File: config.mk
export PLATFORM = sky130hd
export DESIGN_NAME = mmio_arbiter
export DESIGN_NICKNAME = d
export VERILOG_FILES = /design/src/rtl/mmio_pkg.sv /design/src/rtl/rr_arb2.sv /design/src/rtl/mmio_arbiter.sv
export SDC_FILE = /design/constraint.sdc
export NUM_CORES = 1
export LEC_CHECK = 0
export ABC_CLOCK_PERIOD_IN_PS = 2300
export CAP_MARGIN = 20
export CELL_PAD_IN_SITES_DETAIL_PLACEMENT = 0
export CELL_PAD_IN_SITES_GLOBAL_PLACEMENT = 2
export CORE_AREA = 2 2 162 164
export DETAILED_ROUTE_END_ITERATION = 6
export DIE_AREA = 0 0 164 166
export MAX_ROUTING_LAYER = met4
export PLACE_DENSITY_LB_ADDON = 0.1
export SLEW_MARGIN = 40
export SYNTH_ARGS = -nofsm -noshare
export SYNTH_HDL_FRONTEND = slang
export SYNTH_SLANG_ARGS = --single-unit
export TNS_END_PERCENT = 100
File: constraint.sdc
create_clock -name clk -period 2.3 [get_ports clk]
set_input_delay 0.69 -clock clk [delete_from_list [all_inputs] [get_ports clk]]
set_output_delay 0.69 -clock clk [all_outputs]
set_load 0.02 [all_outputs]
File: src/rtl/mmio_pkg.sv
// Shared MMIO bus definitions: widths, arbiter state encoding, master IDs and
// the transaction record carried from a requester to the target-side registers.
package mmio_pkg;

    localparam int MMIO_AW = 30;
    localparam int MMIO_DW = 32;
    localparam int MMIO_MW = 4;

    typedef enum logic {
        ST_IDLE    = 1'b0,
        ST_RD_WAIT = 1'b1
    } state_e;

    typedef enum logic {
        MST_M0 = 1'b0,
        MST_M1 = 1'b1
    } master_e;

    typedef struct packed {
        logic [MMIO_AW-1:0] addr;
        logic [MMIO_DW-1:0] data;
        logic [MMIO_MW-1:0] mask;
        logic               wren;
    } txn_t;

endpackage

File: src/rtl/rr_arb2.sv
// Two-way round-robin picker. A lone requester always wins; on contention the
// holder of prio wins, and prio moves to the loser after every accepted grant.
module rr_arb2
    import mmio_pkg::*;
(
    input  logic       clk,
    input  logic       rst,
    input  logic [1:0] req,
    input  logic       advance,
    output logic [1:0] gnt
);

    master_e prio_q, prio_d;

    // NOTE: every output of a combinational block gets a default first, so no path leaves it unassigned and infers a latch.
    always_comb begin
        gnt = req;
        if (req == 2'b11) begin
            gnt = (prio_q == MST_M1) ? 2'b10 : 2'b01;
        end
    end

    always_comb begin
        prio_d = prio_q;
        if (advance) begin
            prio_d = gnt[0] ? MST_M1 : MST_M0;
        end
    end

    // NOTE: sequential state is updated with non-blocking assignments so all flops sample pre-edge values.
    always_ff @(posedge clk) begin
        if (rst) begin
            prio_q <= MST_M0;
        end else begin
            prio_q <= prio_d;
        end
    end

endmodule

File: src/rtl/mmio_arbiter.sv
// Shares one MMIO target port between two masters: round-robin grant in IDLE,
// registered bus strobes, and a single outstanding read steered back to its owner.
module mmio_arbiter
    import mmio_pkg::*;
#(
    parameter int READ_LAT = 1
) (
    input  logic               clk,
    input  logic               rst,

    input  logic               m0_req,
    input  logic [MMIO_AW-1:0] m0_addr,
    input  logic [MMIO_DW-1:0] m0_wdata,
    input  logic [MMIO_MW-1:0] m0_mask,
    input  logic               m0_wren,
    output logic               m0_gnt,
    output logic               m0_rvalid,
    output logic [MMIO_DW-1:0] m0_rdata,

    input  logic               m1_req,
    input  logic [MMIO_AW-1:0] m1_addr,
    input  logic [MMIO_DW-1:0] m1_wdata,
    input  logic [MMIO_MW-1:0] m1_mask,
    input  logic               m1_wren,
    output logic               m1_gnt,
    output logic               m1_rvalid,
    output logic [MMIO_DW-1:0] m1_rdata,

    output logic [MMIO_AW-1:0] o_mmio_addr,
    output logic [MMIO_DW-1:0] o_mmio_data,
    output logic [MMIO_MW-1:0] o_mmio_mask,
    output logic               o_mmio_wren,
    output logic               o_mmio_rden,
    input  logic [MMIO_DW-1:0] i_mmio_data
);

    localparam int               CNT_W    = 3;
    localparam logic [CNT_W-1:0] LAT_INIT = CNT_W'(READ_LAT);

    state_e             state_q, state_d;
    logic [CNT_W-1:0]   lat_cnt_q, lat_cnt_d;
    master_e            owner_q, owner_d;

    logic [1:0]         arb_req, arb_gnt;
    logic               accept, read_done;
    master_e            sel;
    txn_t               m0_txn, m1_txn, txn;

    logic [MMIO_AW-1:0] addr_q;
    logic [MMIO_DW-1:0] data_q;
    logic [MMIO_MW-1:0] mask_q;
    logic               wren_q, rden_q;
    logic               m0_rvalid_q, m1_rvalid_q;
    logic [MMIO_DW-1:0] m0_rdata_q, m1_rdata_q;

    assign m0_txn = '{addr: m0_addr, data: m0_wdata, mask: m0_mask, wren: m0_wren};
    assign m1_txn = '{addr: m1_addr, data: m1_wdata, mask: m1_mask, wren: m1_wren};

    // Requests only reach the picker while no read is outstanding.
    always_comb begin
        arb_req = 2'b00;
        if (state_q == ST_IDLE) begin
            arb_req = {m1_req, m0_req};
        end
    end

    rr_arb2 u_rr_arb2 (
        .clk     (clk),
        .rst     (rst),
        .req     (arb_req),
        .advance (accept),
        .gnt     (arb_gnt)
    );

    assign m0_gnt    = arb_gnt[0];
    assign m1_gnt    = arb_gnt[1];
    assign accept    = |arb_gnt;
    assign sel       = arb_gnt[1] ? MST_M1 : MST_M0;
    assign txn       = (sel == MST_M1) ? m1_txn : m0_txn;
    assign read_done = (state_q == ST_RD_WAIT) && (lat_cnt_q == '0);

    always_ff @(posedge clk) begin
        if (rst) begin
            state_q   <= ST_IDLE;
            lat_cnt_q <= '0;
            owner_q   <= MST_M0;
        end else begin
            state_q   <= state_d;
            lat_cnt_q <= lat_cnt_d;
            owner_q   <= owner_d;
        end
    end

    always_comb begin
        state_d   = state_q;
        lat_cnt_d = lat_cnt_q;
        owner_d   = owner_q;
        case (state_q)
            ST_IDLE: begin
                if (accept && !txn.wren) begin
                    state_d   = ST_RD_WAIT;
                    lat_cnt_d = LAT_INIT;
                    owner_d   = sel;
                end
            end
            ST_RD_WAIT: begin
                if (lat_cnt_q == '0) begin
                    state_d = ST_IDLE;
                end else begin
                    lat_cnt_d = lat_cnt_q - CNT_W'(1);
                end
            end
            default: state_d = ST_IDLE;
        endcase
    end

    // NOTE: data registers are reset too, because their reset value is visible on the bus and on rdata.
    always_ff @(posedge clk) begin
        if (rst) begin
            addr_q <= '0;
            data_q <= '0;
            mask_q <= '0;
            wren_q <= 1'b0;
            rden_q <= 1'b0;
        end else begin
            wren_q <= accept && txn.wren;
            rden_q <= accept && !txn.wren;
            if (accept) begin
                addr_q <= txn.addr;
                mask_q <= txn.mask;
                data_q <= txn.wren ? txn.data : '0;
            end
        end
    end

    // Read data is sampled in the last RD_WAIT cycle and presented one cycle later.
    always_ff @(posedge clk) begin
        if (rst) begin
            m0_rvalid_q <= 1'b0;
            m1_rvalid_q <= 1'b0;
            m0_rdata_q  <= '0;
            m1_rdata_q  <= '0;
        end else begin
            m0_rvalid_q <= read_done && (owner_q == MST_M0);
            m1_rvalid_q <= read_done && (owner_q == MST_M1);
            if (read_done && (owner_q == MST_M0)) begin
                m0_rdata_q <= i_mmio_data;
            end
            if (read_done && (owner_q == MST_M1)) begin
                m1_rdata_q <= i_mmio_data;
            end
        end
    end

    assign o_mmio_addr = addr_q;
    assign o_mmio_data = data_q;
    assign o_mmio_mask = mask_q;
    assign o_mmio_wren = wren_q;
    assign o_mmio_rden = rden_q;
    assign m0_rvalid   = m0_rvalid_q;
    assign m1_rvalid   = m1_rvalid_q;
    assign m0_rdata    = m0_rdata_q;
    assign m1_rdata    = m1_rdata_q;

endmodule

==> impl_summary.txt, run 1 <==
----------------------------------------------------
[Power and ir drop]
  Peak supply drop ... just over 0.3 mV
  Int Pwr ... ~4800 µW
  Proportion of power drawn by the clock network ... 40.1%
  Sw Ratio ... 28.0%
  Combinational share of power ... about a fifth
  Power density relative to cell area ... 710 nW/µm²
  Seq pwr share ... 39.8%
  Leakage Power ... about 0.0036 µW
  Switching power summed over all nets ... 1880 µW

[Synthesis]
  Dominant combinational cell family by area after synthesis ... compound AO/OA/AOI/OAI gates
  Compound-gate portion of the synthesized area ... between 10% and 20%
  Post-synthesis sequential area ratio ... about half
  Synth Warn # ... 0
  Synth unique cells ... 33
  Cell types with the highest counts after synthesis ... sky130_fd_sc_hd__nand2_1, sky130_fd_sc_hd__dfxtp_1, sky130_fd_sc_hd__a21oi_1
  Most common cell in the netlist ... sky130_fd_sc_hd__nand2_1
  Predominant post-synthesis flop cell ... sky130_fd_sc_hd__dfxtp_1
  Mean post-synth cell area ... roughly 8.8 µm²
  Post-synthesis simple-gate area fraction ... around 18%
  Post-Synth XOR/XNOR Area ... 0%
  Adder-cell area share of the yosys netlist ... less than 1%
  Yosys top cell area share ... 50.7%
  Cell taking the most area after synthesis ... sky130_fd_sc_hd__dfxtp_1
  Yosys reg bits ... 140
  Share of async-settable or async-resettable flops after synthesis ... 0%
  Cell Area, Synth ... between 5000 and 6000 µm²
  EDFF count, synth ... 0
  Post-Synthesis Cells ... 625
  Number of nets produced by synthesis ... between 700 and 800
  Area contributors post-synth ... sky130_fd_sc_hd__dfxtp_1, sky130_fd_sc_hd__nand2_1, sky130_fd_sc_hd__a22oi_2
  Share of cell area taken by muxes after synthesis ... about 6.3%

[Clocking]
  Clock tree from TritonCTS ... built
  Clock Tree Buf Depth ... 2
  Clock-pin slew of the registers on the worst-case setup and hold paths ... ~0.060 ns
  Worst-skew pair later-pin latency ... 0.42 ns
  CTS sink cnt ... 140
  CTS H-tree depth ... 4
  Number of buffers created by CTS ... 17
  Library cell used as clock root buffer ... sky130_fd_sc_hd__clkbuf_16

[Worst setup path]
  Number of buffers and inverters on the critical path ... 1
  Worst-case reg-to-reg path depth ... 5
  Category of the worst setup path capture point ... output pin
  Number of logic stages on the critical path including buffering ... 1
  Largest fanout on the critical path ... 2
  Endpoint required time on the critical path ... ~1.6 ns
  CP max-delay cell ... sky130_fd_sc_hd__clkdlybuf4s50_1
  Cell family with most CP delay ... buffers and inverters
  Crit Path Category ... flip-flop to output pin
  Worst-path cell chain ... clkdlybuf4s50_1
  Nature of the critical path startpoint ... flip-flop
  Max stage delay on crit path ... around 0.67 ns
  Worst Path Arrival ... 1.43 ns

[Timing]
  Final worst setup slack ... 0.179 ns
  Unrepaired setup endpoints after global routing ... false
  Worst setup skew after layout ... about 0.013 ns
  Tcrit/Tclk final ... between 90% and 100%
  Total negative slack ... 0 ns
  Slew at the pin with the worst max-slew slack ... approximately 0.66 ns
  Final critical-path required period ... about 2.1 ns
  Achievable Freq ... between 0.4 and 0.5 GHz
  Final Max Slew Viols ... 0
  Final hold slack ... about 0.43 ns
  Slew HR ... 56.0%
  Setup-failing EPs final ... 0
  Hold Fails Final Rpt ... 0

[Floorplanning]
  Area of the core ... roughly 26,000 µm²
  Die Span X ... roughly 160 µm
  Die extent in y ... 166 µm
  Number of I/O pins ... roughly 310
  Row count ... between 50 and 60
  Effective utilization at floorplan ... 21.6%
  Die outline area ... roughly 27,000 µm²

[Cells and area]
  Area used by multi-input combinational logic ... around 2400 µm²
  Proportion of layout cells with a drive suffix above 1 ... ~10%
  FF/Latch Area ... approximately 2800 µm²
  Antenna fix cells ... 0
  Post-synthesis to final-layout area growth ... 70.9%
  Total number of nets in the final design ... approximately 1,100
  Fillcell total ... 2,650

[GRT]
  Number of antenna violations at the first check in global routing ... 0
  Wire length of the first global-routing pass ... between 30,000 and 40,000 µm
  Vias in the first global route ... between 5,000 and 6,000
  Maximum number of pins on one net before global-route repair ... 54
  Overall global routing resource usage ... between 10% and 20%
  Grt ovf ... 0

[Routing]
  Routed wire length per instance ... around 16 µm
  Initial drt markers ... between 200 and 300
  Number of routed nets with antenna violations ... 0
  Length of the first detailed-routing pass in iterations ... 4
  Wirelength, routed ... between 20,000 and 25,000 µm
  Count of unresolved DRC violations after routing ... 0
  Via density per instance ... 4.26
  Via Count ... between 5,000 and 6,000

[Placed design]
  Routability-driven placement congestion ratio ... slightly below 0.8
  Buffers on Ports ... 305
  HPWL after detailed placement ... around 15,000 µm
  Placement Setup Slack ... -0.491 ns

[Min path]
  Class of the worst hold path ... flip-flop to flip-flop
  Count of cells along the worst hold path ... 2

[Job]
  Max-capacitance violation count ... 0

[Run status]
  Status ... finished clean

----------------------------------------------------
flip-flops by register name, indices dropped and copies added, names as in the netlist:
name / count
m0_rdata: 32
m1_rvalid: 1
o_mmio_mask: 4
m0_rvalid: 1
o_mmio_data: 32
o_mmio_wren: 1
m1_rdata: 32
lat_cnt_q: 3
state_q: 1
owner_q: 1
o_mmio_rden: 1
u_rr_arb2.prio_q: 1
o_mmio_addr: 30
metrics by stage:
step | utilization [%] | area, µm² | instances | total power, µW
after floorplan | - | 5530 | 625 | 3330
after global placement | 34.6 | 8870 | 1240 | 4070
after detailed placement | 34.6 | 8870 | 1240 | 4090
after CTS | 36.8 | 9440 | 1272 | 6840
after global routing | 36.9 | 9440 | 1272 | 7050
final | 36.9 | 9440 | 1272 | 6700
cell type report:
class / instances / share of cell area (%)
inverter: 6 / 0.238
timing repair buffer: 326 / 34.4
sequential: 140 / 29.7
clock buffer: 18 / 4.65
tap: 335 / 4.44
clock inverter: 14 / 1.43
multi-input combinational: 433 / 25.1
path summary, 6_finish.rpt:
check                        from              end  slack (ns)
hold reg to reg   o_mmio_data[14]  o_mmio_data[14]        0.43
setup / recovery   o_mmio_data[8]   o_mmio_data[8]        0.18
setup reg to reg          state_q   o_mmio_data[0]        0.49
hold / removal    o_mmio_data[14]  o_mmio_data[14]        0.43
power by group through the flow:
stage                     clock network (µW)  registers (µW)  logic [µW]
after floorplan                            0            2900         438
after global placement                     0            2720        1350
after detailed placement                   0            2720        1360
after CTS                               2810            2670        1370
after global routing                    2920            2690        1440
final                                   2690            2670        1350
what timing repair did:
action	in CTS	in global routing
buffers inserted	0	0
resized for setup	11	2
setup endpoints to repair	2	1
gates cloned	0	0
hold buffers	0	0
pin swaps	0	1
cells in the final DEF, fill, tap and decap left out, types with 3 or more instances in the layout:
master,netlist,final
sky130_fd_sc_hd__a21oi_1,66,66
sky130_fd_sc_hd__a22oi_1,3,3
sky130_fd_sc_hd__a22oi_2,30,30
sky130_fd_sc_hd__buf_12,3,4
sky130_fd_sc_hd__buf_4,6,17
sky130_fd_sc_hd__clkbuf_16,0,17
sky130_fd_sc_hd__clkdlybuf4s50_1,0,300
sky130_fd_sc_hd__clkinv_4,0,6
sky130_fd_sc_hd__dfxtp_1,140,140
sky130_fd_sc_hd__inv_1,6,6
sky130_fd_sc_hd__inv_6,0,4
sky130_fd_sc_hd__mux2i_1,35,35
sky130_fd_sc_hd__nand2_1,230,230
sky130_fd_sc_hd__nor2_1,11,10
sky130_fd_sc_hd__o21ai_0,6,6
sky130_fd_sc_hd__o21ai_1,30,29
per-layer routing:
layer	GRT usage [%]	part of all wire, %
met1	18.1	44
met2	25.5	48
met3	4.97	7.5
met4	3.70	1.2
met5	-	0
kinds of logic after synthesis:
group	Yosys count
simple gates	253
fa+ha+maj	2
mux	35
flops	140
buf+inv	52
compound gates	143
Note: power is estimated with default switching activity, not from simulation.
==> run 2, diff against run 1 <==
--- a/config.mk
+++ b/config.mk
@@ -14,7 +14,7 @@
 export DIE_AREA = 0 0 164 166
 export MAX_ROUTING_LAYER = met4
 export PLACE_DENSITY_LB_ADDON = 0.1
-export SLEW_MARGIN = 40
+export SKIP_CTS_REPAIR_TIMING = 1
 export SYNTH_ARGS = -nofsm -noshare
 export SYNTH_HDL_FRONTEND = slang
 export SYNTH_SLANG_ARGS = --single-unit
==> run 2 against run 1 <==
  * Sequential power barely moved
  * Total power barely moved
  * Utilization barely moved
  * Hold slack did not move
  * Final cell count did not move
  * Die area did not move
  * Via count fell by 0.33%
  * Combinational power barely moved
  * Clock-buffer cell count did not move
  * Sequential share of layout area barely moved
  * Critical path depth did not move
  * Non-clock buffer count did not move
  * Critical path type unchanged
  * Critical endpoint unchanged
==> impl_summary.txt, run 2 (synthesis gave the netlist of run 1 again) <==
----------------------------------------------------
[Run status]
  Status ... finished clean

[Floorplanning]
  Die extent in y ... 166 µm (unchanged)
  Area of the core ... 25,600 µm² (unchanged)
  Die outline area ... 27,200 µm² (unchanged)
  Number of I/O pins ... 306 (unchanged)
  Row count ... 59 (unchanged)
  Effective utilization at floorplan ... 21.6% (unchanged)
  Die Span X ... 164 µm (unchanged)

[Routing]
  Count of unresolved DRC violations after routing ... 0 (unchanged)
  Number of routed nets with antenna violations ... 0 (unchanged)
  Via density per instance ... 4.24 (-0.33%)
  Via Count ... 5,396 (-0.33%)
  Wirelength, routed ... 20,700 µm (about the same)
  Routed wire length per instance ... 16.3 µm (about the same)
  Length of the first detailed-routing pass in iterations ... 4 (unchanged)
  Initial drt markers ... 245 (-3.9%)

[GRT]
  Wire length of the first global-routing pass ... 31,400 µm (unchanged)
  Number of antenna violations at the first check in global routing ... 0 (unchanged)
  Vias in the first global route ... 5,523 (unchanged)
  Overall global routing resource usage ... 15.4% (unchanged)
  Grt ovf ... 0 (unchanged)
  Maximum number of pins on one net before global-route repair ... 54 (unchanged)

[Worst setup path]
  Category of the worst setup path capture point ... output pin
  Register-to-register setup slack ... 0.49 ns (about the same)
  Nature of the critical path startpoint ... flip-flop
  Endpoint required time on the critical path ... 1.61 ns (about the same)
  Worst Path Arrival ... 1.43 ns (about the same)
  CP max-delay cell ... sky130_fd_sc_hd__clkdlybuf4s50_1
  Max stage delay on crit path ... 0.67 ns (about the same)
  Worst-path cell chain ... clkdlybuf4s50_1
  Largest fanout on the critical path ... 2 (unchanged)
  Number of buffers and inverters on the critical path ... 1 (unchanged)
  Cell family with most CP delay ... buffers and inverters
  Crit Path Category ... flip-flop to output pin

[Clocking]
  Clock-pin slew of the registers on the worst-case setup and hold paths ... 0.06 ns (about the same)
  CTS sink cnt ... 140 (unchanged)
  Library cell used as clock root buffer ... sky130_fd_sc_hd__clkbuf_16
  Clock tree from TritonCTS ... built
  Number of buffers created by CTS ... 17 (unchanged)
  Clock Tree Buf Depth ... 2 (unchanged)
  Worst-skew pair later-pin latency ... 0.42 ns (about the same)
  CTS H-tree depth ... 4 (unchanged)

[Cells and area]
  Highest-count cells in the layout ignoring fill and taps ... sky130_fd_sc_hd__clkdlybuf4s50_1, sky130_fd_sc_hd__nand2_1, sky130_fd_sc_hd__dfxtp_1
  Area used by multi-input combinational logic ... 2370 µm² (unchanged)
  Fillcell total ... 2,649 (-0.038%)
  FF/Latch Area ... 2800 µm² (unchanged)
  Total number of nets in the final design ... 1,096 (unchanged)
  Most common cell after layout, fill and taps aside ... sky130_fd_sc_hd__clkdlybuf4s50_1
  Antenna fix cells ... 0 (unchanged)
  Final core utilization ... 36.9% (+0.044 points)
  Proportion of layout cells with a drive suffix above 1 ... 10.2% (-0.11 points)
  Post-synthesis to final-layout area growth ... 71.1%

[Timing]
  Slew at the pin with the worst max-slew slack ... 0.662 ns (+0.00208 ns)
  Unrepaired setup endpoints after global routing ... false
  Final Max Slew Viols ... 0 (unchanged)
  Setup-failing EPs final ... 0 (unchanged)
  Worst setup skew after layout ... 0.0128 ns (+0.000000100 ns)
  Tcrit/Tclk final ... 92.2% (about the same)
  Final critical-path required period ... 2.12 ns (-0.000141 ns)
  Hold Fails Final Rpt ... 0 (unchanged)
  Slew HR ... 55.9% (-0.14 points)
  Achievable Freq ... 0.471 GHz (about the same)

[Min path]
  Class of the worst hold path ... flip-flop to flip-flop

[Job]
  Max-capacitance violation count ... 0 (unchanged)

[Placed design]
  Buffers on Ports ... 305 (unchanged)
  HPWL after detailed placement ... 15,200 µm (unchanged)
  Routability-driven placement congestion ratio ... 0.785 (unchanged)

[Power and ir drop]
  Power consumption ... 6700 µW (about the same)
  Leakage Power ... 0.00363 µW (+0.58%)
  Power density relative to cell area ... 709 nW/µm² (about the same)
  Peak supply drop ... 0.309 mV (about the same)

----------------------------------------------------
run 2: cell count changes in the layout (fill, tap and decap cells not counted), sizes merged:
cell | before | now
dlymetal6s2s | 1 | 3
dlygate4sd2 | 1 | 0
buf | 24 | 23
run 2: final timing paths:
| kind | from | cells past startpoint | to |
|---|---|---|---|
| worst min-delay path | o_mmio_data[14] | 2 | o_mmio_data[14] |
| worst max-delay path | o_mmio_data[8] | 1 | o_mmio_data[8] |
| worst max register to register | state_q | 5 | o_mmio_data[0] |
| worst min register to register | o_mmio_data[14] | 2 | o_mmio_data[14] |
run 2: metrics by stage:
step	cells	setup WS (ns)	cell area [µm²]	TNS (ns)	hold WS (ns)
2_1_floorplan	625	0.300	5530	0	0.454
3_3_place_gp	1240	-0.434	8870	-4.01	0.426
3_5_place_dp	1240	-0.491	8870	-7.62	0.429
4_1_cts	1272	-0.508	9440	-0.927	0.438
5_1_grt	1272	0.135	9460	0	0.456
6_report	1272	0.179	9460	0	0.433
run 2: layout make-up:
| cell class | count | area share, % |
|---|---|---|
| well taps | 335 | 4.43 |
| flip-flops and latches | 140 | 29.6 |
| multi-input cells | 433 | 25.1 |
| repair buffers | 326 | 34.5 |
| inverters | 6 | 0.238 |
| clock buffers | 18 | 4.64 |
| clock inverters | 14 | 1.43 |
run 2: power breakdown:
part / internal (µW) / switching, µW / total, µW
sequential: 2580 / 82.6 / 2670
combinational: 703 / 644 / 1350
clock: 1540 / 1150 / 2690
total: 4820 / 1880 / 6700
run 2: metal layers:
layer,up-vias,track usage (%),part of all wire (%)
li1,2672,-,-
met1,2514,18.1,44
met2,197,25.5,48
met3,13,4.97,7.6
met4,0,3.70,1.2
met5,-,-,0
